===== config.mk =====
export PLATFORM = sky130hd
export DESIGN_NAME = julia_pixel_writer
export DESIGN_NICKNAME = d
export VERILOG_FILES = /design/src/rtl/julia_pixel_writer.sv
export SDC_FILE = /design/constraint.sdc
export NUM_CORES = 1
export LEC_CHECK = 0
export ABC_AREA = 0
export CAP_MARGIN = 5
export CORE_MARGIN = 10
export CORE_UTILIZATION = 55
export CTS_CLUSTER_DIAMETER = 50
export DETAILED_ROUTE_END_ITERATION = 8
export GPL_TIMING_DRIVEN = 0
export PLACE_DENSITY = 0.85
export SLEW_MARGIN = 10
export SYNTH_ARGS = -nofsm -noshare
export SYNTH_HDL_FRONTEND = slang
export SYNTH_SLANG_ARGS = --single-unit

===== constraint.sdc =====
create_clock -name clk -period 6.4 [get_ports clk]
set_clock_uncertainty 0.05 [all_clocks]
set_input_delay 1.28 -clock clk [delete_from_list [all_inputs] [get_ports clk]]
set_output_delay 1.28 -clock clk [all_outputs]
set_load 0.01 [all_outputs]

===== src/rtl/julia_pixel_writer.sv =====
// Julia pixel writer: buffers engine pixel writes and replays them as Avalon-MM single writes.
// Accept-to-master_write >= 1 cycle; in_ready falls when the FIFO is full (DEPTH + output register in flight).

module julia_pixel_fifo #(
  parameter int unsigned WIDTH = 64,
  parameter int unsigned DEPTH = 16
) (
  input  logic             clk,
  input  logic             toplevel_reset,
  input  logic             flush,
  input  logic             push_vld,
  input  logic [WIDTH-1:0] push_dat,
  input  logic             pop,
  output logic [WIDTH-1:0] head_dat,
  output logic             empty,
  output logic             full
);

  localparam int unsigned PW = $clog2(DEPTH);

  logic [PW:0]      wr_ptr_q, wr_ptr_d;
  logic [PW:0]      rd_ptr_q, rd_ptr_d;
  logic [WIDTH-1:0] mem_q [DEPTH];
  logic             do_push;

  // Extra MSB distinguishes full from empty when the index bits match.
  assign empty    = (wr_ptr_q == rd_ptr_q);
  assign full     = (wr_ptr_q[PW] != rd_ptr_q[PW]) && (wr_ptr_q[PW-1:0] == rd_ptr_q[PW-1:0]);
  assign head_dat = mem_q[rd_ptr_q[PW-1:0]];
  assign do_push  = push_vld && !full && !flush;

  always_comb begin
    wr_ptr_d = wr_ptr_q;
    rd_ptr_d = rd_ptr_q;
    if (flush) begin
      wr_ptr_d = '0;
      rd_ptr_d = '0;
    end else begin
      if (do_push) wr_ptr_d = wr_ptr_q + 1'b1;
      if (pop && !empty) rd_ptr_d = rd_ptr_q + 1'b1;
    end
  end

  always_ff @(posedge clk or negedge toplevel_reset) begin
    if (!toplevel_reset) begin
      wr_ptr_q <= '0;
      rd_ptr_q <= '0;
    end else begin
      wr_ptr_q <= wr_ptr_d;
      rd_ptr_q <= rd_ptr_d;
    end
  end

  always_ff @(posedge clk) begin
    if (do_push) mem_q[wr_ptr_q[PW-1:0]] <= push_dat;
  end

endmodule

module julia_pixel_writer #(
  parameter int unsigned      ADDRW        = 32,
  parameter int unsigned      DATAW        = 32,
  parameter int unsigned      DEPTH        = 16,
  parameter logic [ADDRW-1:0] BASE_ADDR    = 32'h08000000,
  parameter int unsigned      FRAME_PIXELS = 307200
) (
  input  logic             clk,
  input  logic             toplevel_reset,
  input  logic             start,
  input  logic             in_valid,
  input  logic [ADDRW-1:0] in_addr,
  input  logic [DATAW-1:0] in_data,
  output logic             in_ready,
  output logic [ADDRW-1:0] master_address,
  output logic [DATAW-1:0] master_writedata,
  output logic             master_write,
  input  logic             master_waitrequest,
  output logic [31:0]      pixel_count,
  output logic             frame_done,
  output logic             addr_err,
  output logic             busy
);

  typedef enum logic [1:0] {IDLE, RUN, DONE} state_t;

  typedef struct packed {
    logic [ADDRW-1:0] addr;
    logic [DATAW-1:0] dat;
  } pix_wr_t;

  // Range bounds carry two extra bits so BASE + 4*FRAME_PIXELS cannot wrap.
  localparam logic [ADDRW+1:0] ADDR_LO   = (ADDRW+2)'(BASE_ADDR);
  localparam logic [ADDRW+1:0] ADDR_HI   = ADDR_LO + (ADDRW+2)'(64'(FRAME_PIXELS) * 64'd4);
  localparam logic [31:0]      FRAME_CNT = 32'(FRAME_PIXELS);

  state_t      state_q, state_d;
  pix_wr_t     mst_q, mst_d;
  logic        mst_vld_q, mst_vld_d;
  logic        stale_q, stale_d;
  logic [31:0] pixel_count_q, pixel_count_d;
  logic        addr_err_q, addr_err_d;

  pix_wr_t     push_dat, head_dat;
  logic        fifo_empty, fifo_full;
  logic        accept, legal, push_vld, load, slave_take, count_en;
  logic [ADDRW+1:0] addr_x;

  assign addr_x     = {2'b00, in_addr};
  assign legal      = (addr_x >= ADDR_LO) && (addr_x < ADDR_HI);
  assign accept     = in_valid && in_ready;
  assign push_vld   = accept && legal;
  assign push_dat   = '{addr: in_addr, dat: in_data};
  assign slave_take = mst_vld_q && !master_waitrequest;
  // Nothing is loaded in the start cycle: the FIFO contents are being discarded.
  assign load       = !start && !fifo_empty && (!mst_vld_q || !master_waitrequest);
  // A write held across a start belongs to the old frame and is never counted.
  assign count_en   = (state_q == RUN) && slave_take && !stale_q && !start &&
                      (pixel_count_q < FRAME_CNT);

  julia_pixel_fifo #(
    .WIDTH ($bits(pix_wr_t)),
    .DEPTH (DEPTH)
  ) u_fifo (
    .clk            (clk),
    .toplevel_reset (toplevel_reset),
    .flush          (start),
    .push_vld       (push_vld),
    .push_dat       (push_dat),
    .pop            (load),
    .head_dat       (head_dat),
    .empty          (fifo_empty),
    .full           (fifo_full)
  );

  always_ff @(posedge clk or negedge toplevel_reset) begin
    if (!toplevel_reset) begin
      state_q <= IDLE;
    end else begin
      state_q <= state_d;
    end
  end

  always_comb begin
    state_d = state_q;
    if (start) begin
      state_d = RUN;
    end else begin
      case (state_q)
        IDLE:    state_d = IDLE;
        RUN:     if (count_en && (pixel_count_q == FRAME_CNT - 32'd1)) state_d = DONE;
        DONE:    state_d = DONE;
        default: state_d = IDLE;
      endcase
    end
  end

  always_comb begin
    in_ready = 1'b0;
    busy     = 1'b0;
    case (state_q)
      RUN: begin
        in_ready = !fifo_full && !start;
        busy     = 1'b1;
      end
      default: begin
        in_ready = 1'b0;
        busy     = 1'b0;
      end
    endcase
  end

  always_comb begin
    mst_d         = mst_q;
    mst_vld_d     = mst_vld_q;
    stale_d       = stale_q;
    pixel_count_d = pixel_count_q;
    addr_err_d    = addr_err_q;

    if (load) begin
      mst_d     = head_dat;
      mst_vld_d = 1'b1;
    end else if (!master_waitrequest) begin
      mst_vld_d = 1'b0;
    end

    if (start) begin
      stale_d       = mst_vld_q && master_waitrequest;
      pixel_count_d = '0;
      addr_err_d    = 1'b0;
    end else begin
      if (slave_take) stale_d = 1'b0;
      if (count_en) pixel_count_d = pixel_count_q + 32'd1;
      if (accept && !legal) addr_err_d = 1'b1;
    end
  end

  always_ff @(posedge clk or negedge toplevel_reset) begin
    if (!toplevel_reset) begin
      mst_q         <= '0;
      mst_vld_q     <= 1'b0;
      stale_q       <= 1'b0;
      pixel_count_q <= '0;
      addr_err_q    <= 1'b0;
    end else begin
      mst_q         <= mst_d;
      mst_vld_q     <= mst_vld_d;
      stale_q       <= stale_d;
      pixel_count_q <= pixel_count_d;
      addr_err_q    <= addr_err_d;
    end
  end

  assign master_address   = mst_q.addr;
  assign master_writedata = mst_q.dat;
  assign master_write     = mst_vld_q;
  assign pixel_count      = pixel_count_q;
  assign frame_done       = (pixel_count_q == FRAME_CNT);
  assign addr_err         = addr_err_q;

endmodule


==> impl_results.md <==
- Synth Instances: 1983
- Postcts setup bufs: 0
- Vias in the first global route: 24900
- Worst skew pair latency: 0.69 ns
- Fin area: 51200 um2
- CTS tree: yes
- Setup CP Type: in -> reg
- Final worst slack: 0.678 ns
- Post-synth ARST share: 9.78%
- TritonCTS buffer count: 107
- Most frequent cell after synthesis: edfxtp_1
- VDD IR max: 265 uV
- Post-synth top area share: 71.2%
- Post-synth top cells: 1024 x edfxtp_1, 256 x mux4_2, 128 x a22oi_1
- Dpl hpwl: 69.6 mm
- CTS Root Buffer Type: clkbuf_16
- MaxCap Viol Count: 0
- Static leakage: 16.4 nW
- Fin crit share: 89.4%
- Pre-antenna DRT Iters: 6
- Primary FF master, synth: edfxtp_1
- DRT iter0 DRCs: 3934
- Leftover overflow at the end of global routing: 0
- WL/cell: 35.3 um
- Die Span Y: 300 um
- Synth top area cells: edfxtp_1 71%, mux4_2 13%, dfrtp_1 6.4%
- Syn Area/Cell: 21.8 um2
- TritonCTS Sinks: 1135
- Nets: 2407
- Status: completed
- Worst Hold Class: reg -> reg
- Maximum buffer depth of the clock tree: 3
- Crit path DAT: 6.04 ns
- DRC viols: 0
- Post-Syn Nets: 2060
- Tmin final: 5.72 ns
- Die X: 300 um
- Dpl ws: 0.466 ns
- Cell taking the most area after synthesis: edfxtp_1
- Die ar.: 90100 um2
- Routed via count: 23900
- Row count: 102
- Critical path fanouts, max: 17
- Yosys cell types: 55
- Seq/Total Area, Yosys: 77.6%
- Seq cells post-synth: 1135
- # resized after CTS: 0
- Hold-fix buffers, CTS: 0
- Slew HR: 21.7%
- Hold Violations, Final: 0
- Core ar.: 77600 um2
- Worst-Margin Slew: 1.17 ns
- Fillers: 4549
- Post-DRT Antenna Nets: 0
- Cell total after placement: 3261
- Largest net degree at the start of global routing: 75
- Ys Warns: 0
- Fmax: 0.175 GHz
- RSZ-0062 raised after global routing: no
- Pwr Density: 355 nW/um2
- Post-Syn Area: 43200 um2
- Total Neg Setup Slack: 0 ns
- Final setup vio count: 0
- Endpoint type of the worst setup path: flip-flop
- Final slew viol count: 0
- IO buf count: 168
- I/O pin count: 170
- Vias per cell: 6.89
- Post-synth EDFFs: 1024
- Clock-pin slew on the worst setup and hold paths: 0.06 ns
- Initial antenna violation count: 7
- Layout cells sized above 1: 23.3%
- Required @ worst endpoint: 6.72 ns
- Critical path launch point type: primary input
- Htree depth: 3
- Layout area overhead: 18.6%
- Placed instance area: 47600 um2
- Total GRT Usage: 27.1%
- Routed wire length: 122 mm
- First-pass GRT wire length: 177 mm
- GPL Wtd Cong: 0.836
- Initial Util: 55.7%
- Non-filler cells, final: 3471
[registers in the layout, summed over array words and instances (netlist names)]
signal / flops
u_fifo.rd_ptr_q: 5
u_fifo.mem_q: 1024
state_q: 2
u_fifo.wr_ptr_q: 5
pixel_count: 32
master_writedata: 32
stale_q: 1
master_write: 1
addr_err: 1
master_address: 32
[cell type report]
class,instances,area (um2),area share (%)
Multi-Input combinational cell,731,9270,18.1
Timing Repair Buffer,238,2940,5.75
Antenna cell,6,15.0,0.0293
Buffer,104,463,0.904
Sequential cell,1135,33500,65.5
Tap cell,1040,1300,2.54
Inverter,13,48.8,0.0953
Clock inverter,67,707,1.38
Clock buffer,137,2940,5.73
[stage by stage]
step | utilization [%] | power [mW] | hold WS [ns]
floorplan | - | 10.4 | 0.406
global placement | 59.5 | 11.4 | 0.418
detailed placement | 61.3 | 11.6 | 0.424
CTS | 66.0 | 18.2 | 0.438
global route | 66.0 | 18.6 | 0.453
finish | 66.0 | 18.2 | 0.433
[path summary, 6_finish.rpt]
path	startpoint	to	slack [ns]	cells after the start
worst min-delay path	master_address[0]$_DFFE_PN0P_	master_address[0]$_DFFE_PN0P_	0.43	1
worst max register to register	state_q[1]$_DFFE_PN0P_	u_fifo.mem_q[3][36]$_DFFE_PP_	1.77	11
min in group asynchronous	toplevel_reset	master_address[18]$_DFFE_PN0P_	0.52	1
max in group asynchronous	toplevel_reset	master_writedata[15]$_DFFE_PN0P_	4.97	2
worst min register to register	master_address[0]$_DFFE_PN0P_	master_address[0]$_DFFE_PN0P_	0.43	1
worst max-delay path	in_addr[27]	u_fifo.mem_q[3][36]$_DFFE_PP_	0.68	10
[logic make-up after synthesis]
kind of cell | after synthesis | share of synthesized area [%]
buffers and inverters | 117 | 1.19
AOI/OAI and AO/OA | 170 | 2.92
adders and majority gates | 8 | 0.232
DFF | 1135 | 77.6
and+or+nand+nor | 211 | 2.53
xor gates and xnor gates | 16 | 0.325
muxes | 326 | 15.2
[cell usage in the layout (no fill, tap or decap), drive strengths merged, types with 6 or more instances in the layout]
| master | count |
|---|---|
| a211oi | 6 |
| a21oi | 12 |
| a22oi | 128 |
| buf | 117 |
| bufinv | 11 |
| clkbuf | 195 |
| clkdlybuf4s50 | 167 |
| clkinv | 40 |
| clkinvlp | 11 |
| dfrtp | 111 |
| diode | 6 |
| edfxtp | 1024 |
| ha | 8 |
| inv | 18 |
| mux2 | 67 |
| mux4 | 256 |
| nand2 | 78 |
| nand3 | 21 |
| nand4 | 7 |
| nor2 | 35 |
| nor2b | 20 |
| nor3 | 8 |
| nor4 | 13 |
| xnor2 | 11 |
[report_power, final]
part	leakage (nW)	total, mW	internal, mW	switching (mW)
Combinational	3.96	3.09	1.56	1.54
Clock	1.77	6.62	3.72	2.90
Sequential	10.6	8.45	8.29	0.160
[critical path: stages]
cell	delay, ns
clkdlybuf4s50_1	0.89
nor4b_1	0.72
nand4_1	0.35
a211o_1	0.45
or2_1	0.24
clkbuf_1	0.40
nor3_2	0.93
buf_6	0.25
buf_4	0.24
buf_4	0.25
[metal layers]
metal,GRT usage (%),up-vias,part of all wire (%)
met1,33.3,12200,33
met5,0,-,0.039
li1,-,8998,-
met3,7.00,503,12
met4,14.5,6,5.9
met2,44.0,2243,49
Note: power is estimated with default switching activity, not from simulation.
